===== config.mk =====
export PLATFORM = sky130hd
export DESIGN_NAME = qspi_seq_4x
export DESIGN_NICKNAME = d
export VERILOG_FILES = /design/src/rtl/qspi_seq_4x.sv
export SDC_FILE = /design/constraint.sdc
export NUM_CORES = 1
export LEC_CHECK = 0
export BUFFER_PORTS_ARGS = -buffer_cell sky130_fd_sc_hd__buf_2
export CAP_MARGIN = 20
export CORE_MARGIN = 2
export CORE_UTILIZATION = 53
export CTS_CLUSTER_SIZE = 28
export DETAILED_ROUTE_END_ITERATION = 10
export HOLD_SLACK_MARGIN = 0.12
export PLACE_DENSITY = 0.85
export REMOVE_ABC_BUFFERS = 1
export SLEW_MARGIN = 20
export SYNTH_ARGS = -nofsm -noshare
export SYNTH_HDL_FRONTEND = slang
export SYNTH_SLANG_ARGS = --single-unit

===== constraint.sdc =====
create_clock -name clk_1x -period 3.05 [get_ports clk_1x]
set_clock_uncertainty 0.15 [all_clocks]
set_input_delay 0.4575 -clock clk_1x [delete_from_list [all_inputs] [get_ports clk_1x]]
set_output_delay 0.4575 -clock clk_1x [all_outputs]
set_load 0.01 [all_outputs]

===== src/rtl/qspi_seq_4x.sv =====
// qspi_seq_4x: byte-level command sequencer for a 4x-oversampled quad/single SPI PHY.
// Each clk_1x cycle carries four PHY phases (two SPI bit periods). Commands are
// accepted one byte at a time; reads come back as one-cycle rsp_valid pulses after
// the PHY round-trip latency RD_LAT.
module qspi_seq_4x #(
   parameter int N_CS   = 2,
   parameter int RD_LAT = 2
) (
   input  logic            clk_1x,
   input  logic            rst_n,
   input  logic            cmd_valid,
   output logic            cmd_ready,
   input  logic [7:0]      cmd_data,
   input  logic            cmd_quad,
   input  logic            cmd_rd,
   input  logic            cmd_last,
   input  logic [1:0]      cmd_cs,
   output logic            rsp_valid,
   output logic [7:0]      rsp_data,
   output logic            busy,
   output logic [15:0]     phy_io_o,
   output logic [3:0]      phy_io_oe,
   output logic [3:0]      phy_clk_o,
   output logic [N_CS-1:0] phy_cs_o,
   input  logic [15:0]     phy_io_i
);

   typedef enum logic [2:0] {IDLE, SELECT, SHIFT, HOLD, DESEL} state_t;

   state_t            state, state_nxt;
   logic [7:0]        byte_q;
   logic              quad_q, rd_q, last_q;
   logic [1:0]        cs_q;
   logic [1:0]        cnt_q;
   logic              run_q;
   logic              load;
   logic              byte_end;
   logic              push;
   logic [7:0]        tx_sh;
   logic [RD_LAT-1:0] tag_v, tag_quad, tag_fin;
   logic [7:0]        rx_q, rx_nxt;
   logic [3:0]        nib_a, nib_b;
   logic              unused_io;

   // A byte ends after one cycle in quad mode, after four cycles in single mode
   assign byte_end = (state == SHIFT) && (quad_q || (cnt_q == 2'd3));
   assign push     = (state == SHIFT) && rd_q;
   assign tx_sh    = byte_q << {cnt_q, 1'b0};
   assign nib_a    = phy_io_i[11:8];
   assign nib_b    = phy_io_i[3:0];
   assign unused_io = ^{phy_io_i[15:12], phy_io_i[7:4]};
   assign busy     = (state != IDLE) || (|tag_v);

   // State register; run_q keeps cmd_ready low until the first edge out of reset
   always_ff @(posedge clk_1x or negedge rst_n) begin
      if (!rst_n) begin
         state <= IDLE;
         run_q <= 1'b0;
      end else begin
         state <= state_nxt;
         run_q <= 1'b1;
      end
   end

   // Next-state and handshake decode; cmd_valid is used only where cmd_ready is known high
   always_comb begin
      state_nxt = state;
      cmd_ready = 1'b0;
      load      = 1'b0;
      case (state)
         IDLE: begin
            cmd_ready = run_q;
            if (run_q && cmd_valid) begin
               load      = 1'b1;
               state_nxt = SELECT;
            end
         end
         SELECT: state_nxt = SHIFT;
         SHIFT: begin
            if (byte_end) begin
               if (last_q) begin
                  state_nxt = DESEL;
               end else begin
                  cmd_ready = 1'b1;
                  if (cmd_valid) load = 1'b1;
                  else           state_nxt = HOLD;
               end
            end
         end
         HOLD: begin
            cmd_ready = 1'b1;
            if (cmd_valid) begin
               load      = 1'b1;
               state_nxt = SHIFT;
            end
         end
         DESEL:   state_nxt = IDLE;
         default: state_nxt = IDLE;
      endcase
   end

   // Latch the accepted byte; the chip-select index is taken only on a transaction's first byte
   always_ff @(posedge clk_1x or negedge rst_n) begin
      if (!rst_n) begin
         byte_q <= '0;
         quad_q <= 1'b0;
         rd_q   <= 1'b0;
         last_q <= 1'b0;
         cs_q   <= '0;
         cnt_q  <= '0;
      end else begin
         if (load) begin
            byte_q <= cmd_data;
            quad_q <= cmd_quad;
            rd_q   <= cmd_rd;
            last_q <= cmd_last;
            cnt_q  <= '0;
            if (state == IDLE) cs_q <= cmd_cs;
         end else if (state == SHIFT) begin
            cnt_q <= cnt_q + 2'd1;
         end
      end
   end

   // PHY drive: chip select held from SELECT through DESEL, clocks and data only in SHIFT
   always_comb begin
      phy_cs_o  = '0;
      phy_clk_o = 4'b0000;
      phy_io_o  = 16'h0000;
      phy_io_oe = 4'b0000;
      for (int i = 0; i < N_CS; i++) begin
         if ((state != IDLE) && (cs_q == 2'(i))) phy_cs_o[i] = 1'b1;
      end
      if (state == SHIFT) begin
         phy_clk_o = 4'b0101;
         if (!rd_q) begin
            if (quad_q) begin
               phy_io_o  = {byte_q[7:4], byte_q[7:4], byte_q[3:0], byte_q[3:0]};
               phy_io_oe = 4'b1111;
            end else begin
               phy_io_o  = {3'b000, tx_sh[7], 3'b000, tx_sh[7], 3'b000, tx_sh[6], 3'b000, tx_sh[6]};
               phy_io_oe = 4'b0001;
            end
         end
      end
   end

   // Read tags travel RD_LAT cycles to line up with the returning PHY samples
   always_ff @(posedge clk_1x or negedge rst_n) begin
      if (!rst_n) begin
         tag_v    <= '0;
         tag_quad <= '0;
         tag_fin  <= '0;
      end else begin
         tag_v[0]    <= push;
         tag_quad[0] <= quad_q;
         tag_fin[0]  <= byte_end;
         for (int i = 1; i < RD_LAT; i++) begin
            tag_v[i]    <= tag_v[i-1];
            tag_quad[i] <= tag_quad[i-1];
            tag_fin[i]  <= tag_fin[i-1];
         end
      end
   end

   // Quad takes both nibbles whole; single shifts in io1 of bit A then bit B
   always_comb begin
      rx_nxt = tag_quad[RD_LAT-1] ? {nib_a, nib_b} : {rx_q[5:0], nib_a[1], nib_b[1]};
   end

   // Capture returning samples and publish a completed byte as a one-cycle pulse
   always_ff @(posedge clk_1x or negedge rst_n) begin
      if (!rst_n) begin
         rx_q      <= '0;
         rsp_valid <= 1'b0;
         rsp_data  <= '0;
      end else begin
         rsp_valid <= 1'b0;
         if (tag_v[RD_LAT-1]) begin
            rx_q <= rx_nxt;
            if (tag_fin[RD_LAT-1]) begin
               rsp_valid <= 1'b1;
               rsp_data  <= rx_nxt;
            end
         end
      end
   end

endmodule


==> impl_results.md, run 1 <==
* Status: finished, final reports clean
* Placed cell count at 272
* DP Wirelength at 2520 um
* # IOs at 69
* Rows at 21
* R2R setup slack at 1120 ps
* RSZ-0062 raised after global routing: false
* P_sw at 879 uW
* Worst Setup Start Kind: register
* Syn Area/Cell at 10.1 sq um
* # resized after CTS at 0
* Number of buffers created by CTS at 5
* Reg2reg path depth at 4
* Initial antenna violation count at 0
* Layout Cells excl Fill at 281
* Cell Int Power at 1370 uW
* Detailed Route WL at 3430 um
* Synth Cell Area at 1930 sq um
* Starting Density at 56.4%
* Die area at 4130 sq um
* Layout cells sized above 1 at 30.6%
* Wire per inst at 12.2 um
* TritonCTS clock tree: done
* Worst VDD drop at 0.000542 V
* CP max FO at 10
* Worst path arrival time at 2170 ps
* Pin count of the biggest net entering global routing at 41
* Placer Congestion at 0.713
* Worst hold-check path type: in2reg
* Width of the die at 64.3 um
* Register bit count reported by yosys at 40
* Diodes inserted at 0
* Ys Warns at 0
* Overall global routing resource usage at 18.5%
* Die height at 64.3 um
* Yosys top cell area share at 51.9%
* Sequential element share of the synthesized area at 51.9%
* H-Tree Depth at 2
* Clock sink total at 40
* Top post-synthesis cells by area: dfrtp_1 52%, mux2i_1 5.7%, buf_4 5.1%
* Worst setup path start: state[2]$_DFFE_PN0P_
* Final net count at 267
* Critical R2R Capture: cnt_q[0]$_DFFE_PN0P_
* Core area at 3420 sq um
* Pwr Density at 1020 nW/um^2
* Vias in the first global route at 1311
* DRC violations left at 0
* Via count at 1438
* Final period utilization at 90.9%
* First-pass GRT wire length at 5890 um
* Mapped Cells at 190
* Maximum buffer depth of the clock tree at 2
* Logic pwr share at 42.7%
* Clk root buf: clkbuf_4
* Total gr overflow at 0
* F_max at 361 MHz
* Max Cap Viol at 0
* Crit path time final at 2770 ps
* Dominant cell type by area after synthesis: dfrtp_1
* Setup Crit Path Kind: reg2out
* Sequential power share at 42.2%
* Unique cell type count in the Yosys netlist at 36
* Port buffer count at 58
* Worst-Margin Slew at 865 ps
* Clock-pin slew on the worst setup and hold paths at 100 ps
* R2R Path Start: state[2]$_DFFE_PN0P_
* First DRT Iteration DRCs at 64
* Setup TNS Final at 0 ps
* Area Overhead vs Synth at 15.0%
* Number of enable flip-flop cells after synthesis at 0
* Post-DRT Antenna Nets at 0
* Post CTS Setup Buffer Count at 0
* Vias per cell at 5.12
* Fraction of registers with async set/reset at 100%
* Req. time, crit path at 2440 ps
* Final hold vios at 0
* Pleak at 0.00111 uW
* Final slew viol count at 0
* Clock power frac at 15.1%
* Switching share of power at 39.0%
* CP endpoint kind: primary output
* Final setup fails at 0
* CP Capture Point: phy_io_o[6]
* Clk_lat worst skew at 350 ps
* DRT Pass-1 Iters at 4
* Slew headroom at 42.4%
* Top_reg_cell synth: dfrtp_1
[worst min path at each step]
stage                     startpoint                    end  cells past startpoint
2_1_floorplan                  rst_n  byte_q[0]$_DFFE_PN0P_                      0
3_3_place_gp   tag_quad[0]$_DFF_PN0_  tag_quad[1]$_DFF_PN0_                      0
3_5_place_dp    tag_fin[0]$_DFF_PN0_   tag_fin[1]$_DFF_PN0_                      0
4_1_cts                    cmd_cs[1]    cs_q[1]$_DFFE_PN0P_                      2
5_1_grt                    cmd_cs[0]    cs_q[0]$_DFFE_PN0P_                      2
6_report                   cmd_cs[1]    cs_q[1]$_DFFE_PN0P_                      2
[worst max-delay path, cell delays in order (launching register included)]
cell and delay (ps):
dfrtp_1 440, or3b_1 560, inv_2 170, and3_1 320, and2_1 190, buf_2 130
[cell usage in the layout, fill, tap and decap left out, drive strengths merged]
| master | netlist | layout |
|---|---|---|
| o211ai | 1 | 1 |
| clkinv | 0 | 1 |
| or3b | 1 | 1 |
| and2 | 7 | 7 |
| ha | 1 | 1 |
| mux2 | 2 | 2 |
| xnor2 | 1 | 1 |
| o21ai | 2 | 2 |
| a21boi | 1 | 1 |
| nor2 | 22 | 22 |
| o211a | 2 | 2 |
| mux4 | 1 | 1 |
| o21bai | 1 | 1 |
| clkbuf | 7 | 6 |
| nand3b | 1 | 1 |
| conb | 2 | 3 |
| nor3 | 5 | 5 |
| nand2 | 13 | 13 |
| nand4 | 1 | 1 |
| a21oi | 18 | 18 |
| o22ai | 2 | 2 |
| nor3b | 1 | 1 |
| and3 | 3 | 3 |
| o32ai | 9 | 9 |
| dlygate4sd3 | 0 | 1 |
| bufinv | 0 | 1 |
| mux2i | 11 | 11 |
| buf | 17 | 59 |
| or4b | 1 | 1 |
| nand2b | 1 | 1 |
| dfrtp | 40 | 40 |
| a211o | 1 | 1 |
| inv | 14 | 14 |
| a22oi | 1 | 1 |
[state kept, by name, indices dropped and copies added (netlist names), 3 cells and up]
register	cells
byte_q	8
rsp_data	8
rx_q	6
state	3
[per-layer routing]
| metal | global-route usage, % | vias to the layer above | share of wire (%) |
|---|---|---|---|
| met5 | 0 | - | 0 |
| met1 | 23.2 | 663 | 44 |
| met3 | 5.99 | 6 | 6.4 |
| met4 | 6.91 | 0 | 1.6 |
| met2 | 29.8 | 47 | 48 |
| li1 | - | 722 | - |
[synthesized netlist by cell type (all sizes together), types with 2 or more instances]
cell type	count
dfrtp	40
nor2	22
a21oi	18
buf	17
inv	14
nand2	13
mux2i	11
o32ai	9
and2	7
clkbuf	7
nor3	5
and3	3
conb	2
mux2	2
o211a	2
o21ai	2
o22ai	2
[area by class of cell]
type | count | area (sq um)
Inverter | 14 | 52.6
Clock inverter | 2 | 35.0
Timing Repair Buffer | 60 | 308
Fill cell | 317 | 1200
Multi-Input combinational cell | 113 | 721
Sequential cell | 40 | 1000
Tap cell | 46 | 57.6
Clock buffer | 6 | 41.3
[power groups by stage]
stage,clock [uW],combinational [uW],sequential [uW]
after global placement,0,942,959
after CTS,350,974,956
after floorplan,0,651,948
after detailed placement,0,971,968
final,339,963,951
after global routing,382,1070,992
[through the flow]
step	worst slack (ps)	area, sq um	total power (uW)	hold WS [ps]	util, %
2_1_floorplan	619	1770	1600	11.9	-
3_3_place_gp	694	2130	1900	183	62.3
3_5_place_dp	645	2130	1940	194	62.3
4_1_cts	236	2220	2280	176	64.9
5_1_grt	108	2220	2450	171	64.9
6_report	277	2220	2250	191	64.9
[cell families (layout without fill, tap and decap cells)]
logic type | Yosys count | in the layout | synth area share (%)
AOI/OAI and AO/OA | 38 | 38 | 13.3
buffers and inverters | 38 | 82 | 10.8
adders and majority gates | 1 | 1 | 0.649
xor gates and xnor gates | 1 | 1 | 0.455
muxes | 14 | 14 | 8.05
other | 2 | 3 | 0.390
and+or+nand+nor | 56 | 56 | 14.4
DFF | 40 | 40 | 51.9
[repair_timing]
action	CTS	global route
hold endpoints to repair	40	0
endpoints found under the setup margin	0	0
hold buffers	1	0
No activity file was read; power rests on OpenSTA's default activity.
==> inputs of run 2 (changes only) <==
Settings changed: CORE_UTILIZATION 53 to 55, CTS_BUF_LIST from default to sky130_fd_sc_hd__clkbuf_4, HOLD_SLACK_MARGIN 0.12 to default, PLACE_DENSITY 0.85 to 0.88.
==> impl_results.md, run 2 (synthesis gave the netlist of run 1 again) <==
* Req. time, crit path at 2440 ps (about the same)
* Number of buffers created by CTS at 5 (unchanged)
* H-Tree Depth at 2 (unchanged)
* CP max FO at 10 (unchanged)
* Total power at 2270 uW (+0.61%)
* Most frequent cells in the layout: 58 x buf_2, 40 x dfrtp_1, 22 x nor2_1, 18 x a21oi_1
* R2R setup slack at 1100 ps (-20 ps)
* Most common cell after layout, fill and taps aside: buf_2
* Post CTS Setup Buffer Count at 0 (unchanged)
* Diodes inserted at 0 (unchanged)
* Worst VDD drop at 0.000518 V (-4.3%)
* Setup TNS Final at 0 ps (unchanged)
* RSZ-0062 raised after global routing: false
* DP Wirelength at 2460 um (-2.5%)
* Final net count at 266 (-0.37%)
* TritonCTS clock tree: done
* Critical R2R Capture: cnt_q[1]$_DFFE_PN0P_
* Pleak at 0.00111 uW (-0.47%)
* Initial antenna violation count at 0 (unchanged)
* Vias per cell at 5.25 (+2.5%)
* Top Registers: byte_q (8), rsp_data (8), rx_q (6)
* Wire per inst at 12.5 um (+2.8%)
* R2R Path Start: state[2]$_DFFE_PN0P_
* Starting Density at 57.3% (+0.88 points)
* # IOs at 69 (unchanged)
* Pwr Density at 1030 nW/um^2 (+0.89%)
* Final hold vios at 0 (unchanged)
* Slew headroom at 43.3% (+0.97 points)
* Status: finished, final reports clean
* Worst Setup Start Kind: register
* Detailed Route WL at 3510 um (+2.4%)
* DRT Pass-1 Iters at 4 (unchanged)
* Clk_lat worst skew at 350 ps (about the same)
* Die height at 63.2 um (-1.7%)
* Clock-pin slew on the worst setup and hold paths at 120 ps (+20 ps)
* Setup Crit Path Kind: reg2out
* F_max at 356 MHz (-1.3%)
* Clk root buf: clkbuf_4
* Final slew viol count at 0 (unchanged)
* Crit path time final at 2810 ps (+37.4 ps)
* Max Cap Viol at 0 (unchanged)
* Post-DRT Antenna Nets at 0 (unchanged)
* Pin count of the biggest net entering global routing at 41 (unchanged)
* Worst path arrival time at 2200 ps (+30 ps)
* Maximum buffer depth of the clock tree at 2 (unchanged)
* Die area at 3990 sq um (-3.4%)
* Hold_buf cts at 0 (-1)
* First-pass GRT wire length at 6190 um (+5.0%)
* CP endpoint kind: primary output
* Final setup fails at 0 (unchanged)
* Total gr overflow at 0 (unchanged)
* Clock sink total at 40 (unchanged)
* First DRT Iteration DRCs at 57 (-11%)
* Overall global routing resource usage at 19.7% (+1.2 points)
* Width of the die at 63.2 um (-1.7%)
* Worst-Margin Slew at 850 ps (-14.5 ps)
* # resized after CTS at 0 (unchanged)
* Area Overhead vs Synth at 14.7%
* Worst hold-check path type: in2async
* Vias in the first global route at 1435 (+9.5%)
* Final period utilization at 92.2% (+1.2 points)
* Placer Congestion at 0.760 (+6.5%)
* Via count at 1469 (+2.2%)
* DRC violations left at 0 (unchanged)
* Core area at 3360 sq um (-1.5%)
* Rows at 21 (unchanged)
* Layout cells sized above 1 at 31.2% (+0.56 points)
* Reg2reg path depth at 4 (unchanged)
* Port buffer count at 58 (unchanged)
run 2: cell type report:
| cell class | instances | area [sq um] |
|---|---|---|
| clock inverter | 3 | 42.5 |
| sequential | 40 | 1000 |
| inverter | 14 | 52.6 |
| clock buffer | 5 | 37.5 |
| timing repair buffer | 59 | 298 |
| fill | 296 | 1150 |
| tap | 46 | 57.6 |
| multi-input combinational | 113 | 721 |
run 2: per-layer routing:
layer  wire, um  up-vias  global-route usage, %
li1           -      721                      -
met2       1740       53                   34.6
met5          0        -                      0
met3        236        5                   6.07
met4         42        0                   5.16
met1       1490      690                   23.5
run 2: critical path: stages (launching register included):
cell and delay (ps):
dfrtp_1 430, or3b_1 570, inv_2 180, and3_1 340, and2_1 200, buf_2 140
run 2: through the flow:
step / std cells / setup slack, ps / utilization (%) / area (sq um) / hold WS (ps)
floorplan: 167 / 619 / - / 1770 / 11.9
global placement: 272 / 629 / 63.3 / 2130 / 182
detailed placement: 272 / 628 / 63.3 / 2130 / 191
CTS: 280 / 211 / 65.7 / 2210 / 70.1
global route: 280 / 99.1 / 65.7 / 2210 / 97.6
finish: 280 / 239 / 65.7 / 2210 / 52.1
run 2: worst max path at each step:
stage / start / cells after the start / slack, ps / end
after floorplan: state[2]$_DFFE_PN0P_ / 4 / 620 / phy_io_o[10]
after global placement: state[2]$_DFFE_PN0P_ / 5 / 630 / phy_io_o[7]
after detailed placement: state[2]$_DFFE_PN0P_ / 5 / 630 / phy_io_o[5]
after CTS: state[2]$_DFFE_PN0P_ / 5 / 210 / phy_io_o[5]
after global routing: state[2]$_DFFE_PN0P_ / 5 / 100 / phy_io_o[6]
final: state[2]$_DFFE_PN0P_ / 5 / 240 / phy_io_o[5]
run 2: power breakdown:
part           internal, uW  switching [uW]
Sequential              759             202
Combinational           442             519
Clock                   171             174
